<file path="src/rtl/ccip_c0_rdreq_buffer.sv">
// Egress buffer for CCI-P c0 read requests: queues AFU headers and issues them
// only while the platform has room and the outstanding-read budget allows.
module ccip_c0_rdreq_buffer #(
  parameter int HDR_W     = 74,
  parameter int DEPTH     = 8,
  parameter int MAX_OUTST = 64
) (
  input  logic                         pClk,
  input  logic                         pck_cp2af_softReset_n,
  input  logic                         req_valid,
  input  logic [HDR_W-1:0]             req_hdr,
  output logic                         req_ready,
  input  logic                         c0TxAlmFull,
  input  logic                         rsp_valid,
  output logic                         tx_valid,
  output logic [HDR_W-1:0]             tx_hdr,
  output logic [$clog2(DEPTH):0]       fifo_count,
  output logic [$clog2(MAX_OUTST):0]   outst_count,
  output logic                         err_underflow
);

  localparam int PW = $clog2(DEPTH);
  localparam int CW = PW + 1;
  localparam int OW = $clog2(MAX_OUTST) + 1;

  logic [HDR_W-1:0] mem_q [DEPTH];

  logic [PW-1:0]    wr_ptr_q, wr_ptr_d;
  logic [PW-1:0]    rd_ptr_q, rd_ptr_d;
  logic [CW-1:0]    fifo_count_q, fifo_count_d;
  logic [OW-1:0]    outst_count_q, outst_count_d;
  logic             err_q, err_d;
  logic             tx_valid_q, tx_valid_d;
  logic [HDR_W-1:0] tx_hdr_q, tx_hdr_d;

  logic push;
  logic issue;

  // Both handshakes depend only on registered state plus their own inputs.
  assign req_ready = (fifo_count_q < CW'(DEPTH));
  assign push      = req_valid && req_ready;
  assign issue     = (fifo_count_q != '0) && !c0TxAlmFull &&
                     (outst_count_q < OW'(MAX_OUTST));

  always_comb begin
    wr_ptr_d      = wr_ptr_q;
    rd_ptr_d      = rd_ptr_q;
    fifo_count_d  = fifo_count_q;
    outst_count_d = outst_count_q;
    err_d         = err_q;
    tx_valid_d    = 1'b0;
    tx_hdr_d      = tx_hdr_q;

    if (push) begin
      wr_ptr_d = wr_ptr_q + PW'(1);
    end

    if (issue) begin
      rd_ptr_d   = rd_ptr_q + PW'(1);
      tx_valid_d = 1'b1;
      tx_hdr_d   = mem_q[rd_ptr_q];
    end

    case ({push, issue})
      2'b10:   fifo_count_d = fifo_count_q + CW'(1);
      2'b01:   fifo_count_d = fifo_count_q - CW'(1);
      default: fifo_count_d = fifo_count_q;
    endcase

    // A response that arrives with nothing in flight saturates at zero and flags.
    case ({issue, rsp_valid})
      2'b10: outst_count_d = outst_count_q + OW'(1);
      2'b01: begin
        if (outst_count_q == '0) begin
          err_d = 1'b1;
        end else begin
          outst_count_d = outst_count_q - OW'(1);
        end
      end
      default: outst_count_d = outst_count_q;
    endcase
  end

  always_ff @(posedge pClk or negedge pck_cp2af_softReset_n) begin
    if (!pck_cp2af_softReset_n) begin
      wr_ptr_q      <= '0;
      rd_ptr_q      <= '0;
      fifo_count_q  <= '0;
      outst_count_q <= '0;
      err_q         <= 1'b0;
      tx_valid_q    <= 1'b0;
      tx_hdr_q      <= '0;
    end else begin
      wr_ptr_q      <= wr_ptr_d;
      rd_ptr_q      <= rd_ptr_d;
      fifo_count_q  <= fifo_count_d;
      outst_count_q <= outst_count_d;
      err_q         <= err_d;
      tx_valid_q    <= tx_valid_d;
      tx_hdr_q      <= tx_hdr_d;
    end
  end

  // Storage is left unreset; the count and pointers decide what is valid.
  always_ff @(posedge pClk) begin
    if (push) begin
      mem_q[wr_ptr_q] <= req_hdr;
    end
  end

  assign tx_valid      = tx_valid_q;
  assign tx_hdr        = tx_hdr_q;
  assign fifo_count    = fifo_count_q;
  assign outst_count   = outst_count_q;
  assign err_underflow = err_q;

endmodule

</file>
<file path="config.mk">
export PLATFORM = sky130hd
export DESIGN_NAME = ccip_c0_rdreq_buffer
export DESIGN_NICKNAME = d
export VERILOG_FILES = /design/src/rtl/ccip_c0_rdreq_buffer.sv
export SDC_FILE = /design/constraint.sdc
export NUM_CORES = 1
export LEC_CHECK = 0
export ABC_AREA = 0
export CAP_MARGIN = 25
export CELL_PAD_IN_SITES_DETAIL_PLACEMENT = 2
export CELL_PAD_IN_SITES_GLOBAL_PLACEMENT = 2
export CORE_UTILIZATION = 46
export DETAILED_ROUTE_END_ITERATION = 7
export HOLD_SLACK_MARGIN = 0.1
export PLACE_DENSITY = 0.84
export SLEW_MARGIN = 40
export SYNTH_ARGS = -nofsm -noshare
export SYNTH_HDL_FRONTEND = slang
export SYNTH_SLANG_ARGS = --single-unit
</file>
<file path="constraint.sdc">
create_clock -name pClk -period 7.25 [get_ports pClk]
set_input_delay 1.0875 -clock pClk [delete_from_list [all_inputs] [get_ports pClk]]
set_output_delay 1.0875 -clock pClk [all_outputs]
set_load 0.05 [all_outputs]
</file>
==> results of run 1 <==
[layout by cell type, fill, tap and decap left out, types with 3 or more instances in the layout]
cell	count
ha_1	10
nand2b_1	3
nor2_1	6
clkdlybuf4s50_1	165
a21oi_1	5
dfrtp_1	90
inv_1	9
mux2_2	5
buf_6	9
mux4_2	148
buf_8	4
clkbuf_1	15
clkinvlp_4	5
clkbuf_16	74
clkinv_1	12
mux2i_1	76
buf_4	13
o21ai_0	77
buf_12	3
dfrtp_4	3
clkbuf_8	7
xnor2_1	10
nor2_4	6
nand2_1	83
clkinv_2	12
edfxtp_1	592
bufinv_16	3
[state kept, by name, indices dropped and copies added (netlist names)]
register and flops:
err_underflow 1, fifo_count 4, rd_ptr_q 3, wr_ptr_q 3, mem_q 592, tx_valid 1, tx_hdr 74, outst_count 7
[power groups by stage]
stage / clock network, mW / logic (mW) / registers [mW]
2_1_floorplan: 0 / 2.15 / 6.06
6_report: 3.68 / 4.36 / 5.36
3_5_place_dp: 0 / 4.31 / 5.47
3_3_place_gp: 0 / 3.96 / 5.45
4_1_cts: 3.74 / 4.39 / 5.42
5_1_grt: 3.85 / 4.61 / 5.41
[layout make-up]
| cell class | count | share of cell area |
|---|---|---|
| Clock buffer | 96 | 0.0650 |
| Timing Repair Buffer | 195 | 0.0648 |
| Tap cell | 748 | 0.0303 |
| Multi-Input combinational cell | 453 | 0.176 |
| Clock inverter | 38 | 0.0104 |
| Antenna cell | 2 | 0.000162 |
| Sequential cell | 685 | 0.652 |
| Inverter | 9 | 0.00110 |
[layer usage]
metal | GRT usage | up-vias | routed length (um)
met5 | 0 | - | 0
met3 | 0.0395 | 85 | 2890
met1 | 0.330 | 7010 | 28900
met4 | 0.0635 | 0 | 1410
met2 | 0.492 | 388 | 40500
li1 | - | 5320 | -
[worst max-delay path: cells and delay by family]
kind / cells / cell delay, ns
buf+inv: 3 / 1.73
simple gates: 3 / 1.30
[kinds of logic after synthesis]
family          count (synthesis)  share of synthesized area
mux                           229                      0.161
buf+inv                        69                     0.0117
xor+xnor                       12                    0.00408
simple gates                  108                     0.0176
flops                         685                      0.780
fa+ha+maj                      12                    0.00641
compound gates                 92                     0.0192
[worst max-delay path by stage]
stage	endpoint	slack, ns	cells past startpoint
2_1_floorplan	mem_q[0][0]	0.06	3
3_3_place_gp	mem_q[2][65]	2.80	5
3_5_place_dp	mem_q[4][52]	2.74	6
4_1_cts	mem_q[4][52]	3.28	6
5_1_grt	mem_q[4][49]	3.23	6
6_report	mem_q[4][52]	3.29	6
[per-stage QoR]
step                total power [mW]  area [um2]
finish                          13.4       30800
global route                    13.9       30800
CTS                             13.6       30800
detailed placement              9.78       28500
global placement                9.41       28300
floorplan                       8.20       25800
==> flow_metrics.py, run 1 <==
metrics = {
    "placed_design": {
        "place.gp.congestion": 0.726,
        "dp.cells": 2089,
        "place_hpwl_mm": 44.3,
        "portBuffers": 166,
        "place_worst_setup_slack_ns": 2.74,
    },
    "power_and_ir_drop": {
        "pwr-share-clk": 0.275,
        "switching_power_mw": 4.69,
        "ir_drop_mv": 0.227,
        "combinationalPowerShare": 0.325,
        "power.internal_mw": 8.71,
        "p_seq_frac": 0.400,
        "netSwitchingFraction": 0.350,
        "p_leak_nw": 10.4,
        "pwr_density_cell_nw_per_um2": 435,
    },
    "yosys": {
        "seq_area_frac_synth": 0.780,
        "ys_types": 36,
        "synth_common_cells": "592 x edfxtp_1, 148 x mux4_2, 93 x dfrtp_1",
        "synth_edf_count": 592,
        "yosys_register_bits": 685,
        "synthArstFlopShare": 0.136,
        "yosysTopAreaCell": "edfxtp_1",
        "ys_warn_count": 0,
        "syn_nets": 1298,
        "synth_ff_type": "edfxtp_1",
        "avgSynthCellArea_um2": 21.4,
        "synth_top_area_frac": 0.690,
        "syn_inst": 1207,
        "synth_area_um2": 25800,
        "synth.area.top_cells": "edfxtp_1 69%, mux4_2 13%, dfrtp_1 9.0%, mux2i_1 3.0%, o21ai_0 1.5%",
        "synth.most_common_cell": "edfxtp_1",
    },
    "worst_setup_path": {
        "rr_startpoint": "fifo_count[3]",
        "startpoint_type": "input port",
        "cp.required_ns": 7.48,
        "crit_type": "in -> reg",
        "rr_worst_depth": 5,
        "crit_chain": "clkdlybuf4s50_1 -> nor2b_1 -> nand2_1 -> nor3_2 -> buf_4 -> buf_4",
        "cp_max_fo": 47,
        "crit_path_frequent_cell": "buf_4",
        "reg2reg_slack_ns": 3.80,
        "crit_start": "req_valid",
        "crit_path_end_kind": "flip-flop",
        "crit_arrival_ns": 4.19,
        "r2r-end": "mem_q[4][52]",
        "cp_slowest_cell": "buf_4",
        "critPathMaxStageDelay_ns": 0.71,
    },
    "clock_tree": {
        "clock-sinks": 685,
        "htreeDepth": 3,
        "clk_latency_ns": 0.62,
        "cts_tree": "done",
        "cts_buffers": 73,
        "cts_setup_buffers": 0,
        "root_buffer": "clkbuf_16",
        "clkTransAtPathRegs_ns": 0.06,
        "post_cts_resized": 0,
        "clockBufferDepth": 3,
        "cts_hold_buffers": 0,
    },
    "cells_and_area": {
        "drive_gt1_frac": 0.207,
        "fillers": 4596,
        "post-route-util": 0.559,
        "syn_to_final_growth_pct": 19.7,
        "ff_latch_area_um2": 20100,
        "multi_input_area_um2": 5430,
        "layout.nets": 1508,
        "stdcell_count": 2226,
    },
    "sta": {
        "finalHoldViolCount": 0,
        "finalMaxSlewViolations": 0,
        "period_minus_slack_ns": 3.96,
        "fin_crit_sh": 0.546,
        "slew_headroom": 0.431,
        "worst_pin_slew_ns": 0.853,
        "fmax_ghz": 0.252,
        "rsz0062_at_grt": "false",
        "fin_tns_setup_ns": 0,
        "hold_ws_ns": 0.464,
        "timing.final.ws_setup_ns": 3.29,
        "fin_skew_ns": 0.0278,
        "setup_viol": 0,
    },
    "die": {
        "start_util": 0.467,
        "die_area_um2": 57000,
        "rows": 86,
        "die_w_um": 239,
        "core_area_um2": 55200,
        "ios": 167,
        "die_h_um": 239,
    },
    "min_path": {
        "hold_class": "in -> async",
    },
    "detailed_routing": {
        "wirelength_mm": 73.7,
        "vias": 12800,
        "drt_iter0_drc": 953,
        "avgRoutedWirePerCell_um": 33.1,
        "drtPass1Iterations": 6,
        "antenna_left": 0,
        "remaining_drc_errors": 0,
        "viasPerCell": 5.75,
    },
    "global_route": {
        "grt_usage": 0.267,
        "grt_max_degree": 93,
        "grt_pass1_vias": 14500,
        "grt_pass1_wl_mm": 107,
        "gr-total-overflow": 0,
        "antenna_found_initial": 2,
    },
    "outcome": {
        "status": "finished, final reports clean",
    },
    "flow_run": {
        "maxCapViolations": 0,
    },
}
Note: power is estimated with default switching activity, not from simulation.
==> run 2: changes to the inputs <==
Clock period 7.25 ns to 4.1 ns, I/O delays scaled along.
==> flow_metrics.py, run 2 (synthesized netlist as in run 1, its figures left out) <==
metrics = {
    "placed_design": {
        "place_hpwl_mm": 40.2,
        "place.gp.congestion": 0.706,
        "place_area_um2": 28600,
        "portBuffers": 166,
    },
    "detailed_routing": {
        "wirelength_mm": 73.0,
        "drtPass1Iterations": 5,
        "viasPerCell": 5.77,
        "antenna_left": 0,
        "avgRoutedWirePerCell_um": 32.7,
        "vias": 12900,
        "drt_iter0_drc": 1057,
        "remaining_drc_errors": 0,
    },
    "cells_and_area": {
        "layout.nets": 1512,
        "layout_common_cells": "592 x edfxtp_1, 165 x clkdlybuf4s50_1, 148 x mux4_2",
        "post-route-util": 0.562,
        "regMostFlops": "mem_q",
        "drive_gt1_frac": 0.207,
        "final_area_um2": 31000,
        "syn_to_final_growth_pct": 20.3,
        "final_common_cell": "edfxtp_1",
        "largest_register_ffs": 592,
    },
    "clock_tree": {
        "cts_setup_buffers": 0,
        "clk_latency_ns": 0.61,
        "cts_tree": "done",
        "clockBufferDepth": 3,
        "htreeDepth": 3,
        "root_buffer": "clkbuf_16",
        "clkTransAtPathRegs_ns": 0.06,
        "cts_buffers": 73,
        "clock-sinks": 685,
    },
    "sta": {
        "fmax_ghz": 0.321,
        "worst_pin_slew_ns": 0.798,
        "finalHoldViolCount": 0,
        "rsz0062_at_grt": "false",
        "slew_headroom": 0.468,
        "hold_ws_ns": 0.484,
        "fin_tns_setup_ns": 0,
        "finalMaxSlewViolations": 0,
        "setup_viol": 0,
        "fin_skew_ns": 0.0303,
        "period_minus_slack_ns": 3.11,
        "fin_crit_sh": 0.760,
    },
    "global_route": {
        "grt_max_degree": 84,
        "gr-total-overflow": 0,
        "grt_pass1_vias": 14600,
        "grt_pass1_wl_mm": 106,
        "grt_usage": 0.265,
        "antenna_found_initial": 12,
    },
    "worst_setup_path": {
        "crit_path_end_kind": "flip-flop",
        "crit_type": "reg -> reg",
        "cp_max_fo": 6,
        "startpoint_type": "flip-flop",
        "crit_arrival_ns": 3.61,
        "critPathMaxStageDelay_ns": 0.50,
        "cp_slowest_cell": "or4_1",
        "crit_chain": "nor4_1 -> or3_4 -> nand2_2 -> inv_1 -> ha_1 -> nor2b_1 -> o31ai_1 -> a21oi_1 -> or4_1 -> o211ai_1",
        "cp.required_ns": 4.60,
    },
    "die": {
        "ios": 167,
        "core_area_um2": 55200,
        "start_util": 0.467,
        "die_area_um2": 57000,
        "die_h_um": 239,
        "die_w_um": 239,
        "rows": 86,
    },
    "power_and_ir_drop": {
        "pwr_density_cell_nw_per_um2": 773,
        "p_leak_nw": 10.4,
        "p_total_mw": 24.0,
        "ir_drop_mv": 0.366,
    },
    "flow_run": {
        "maxCapViolations": 0,
    },
    "outcome": {
        "status": "finished, final reports clean",
    },
    "min_path": {
        "hold_class": "reg -> reg",
    },
}
run 2: worst paths after layout:
check,from,end,slack [ns],depth (start not counted)
setup / recovery,fifo_count[0],outst_count[6],0.99,10
hold / removal,tx_hdr[73],tx_hdr[73],0.48,2
setup reg to reg,fifo_count[0],outst_count[6],0.99,10
hold reg to reg,tx_hdr[73],tx_hdr[73],0.48,2
max in group asynchronous,pck_cp2af_softReset_n,tx_hdr[19],2.52,3
min in group asynchronous,pck_cp2af_softReset_n,outst_count[1],0.61,2
run 2: area by class of cell:
cell class	count	area (um2)
Clock inverter	28	238
Antenna cell	6	15.0
Multi-Input combinational cell	453	5440
Fill cell	4556	24200
Tap cell	748	936
Sequential cell	685	20100
Clock buffer	106	2130
Inverter	9	33.8
Timing Repair Buffer	199	2100
run 2: worst max-delay path, delay by kind of cell (launching register included):
kind | cells | cell delay, ns
flip-flops | 1 | 0.46
adder cells (fa/ha/maj) | 1 | 0.32
AND/OR/NAND/NOR | 5 | 1.39
buffers and inverters | 1 | 0.21
AO/OA/AOI/OAI | 3 | 0.63
run 2: timing repair:
item	in CTS	in global routing
hold endpoints to repair	53	0
endpoints found under the setup margin	0	0
hold buffers	1	0
gates resized for setup	0	0
run 2: where the power goes:
part,internal [mW],switching (mW)
combinational,3.11,4.68
clock,3.86,2.78
sequential,8.71,0.829
total,15.7,8.29
run 2: routing by layer:
layer	track usage	part of all wire	up-vias
li1	-	-	5331
met5	0	0.0013	-
met4	0.0895	0.024	14
met2	0.460	0.53	425
met1	0.336	0.39	6998
met3	0.0460	0.053	112
run 2: per-stage QoR:
step / setup slack, ns / cells
2_1_floorplan: -0.649 / 1207
3_3_place_gp: 0.827 / 2091
3_5_place_dp: 0.715 / 2093
4_1_cts: 1.01 / 2228
5_1_grt: 0.856 / 2232
6_report: 0.985 / 2234
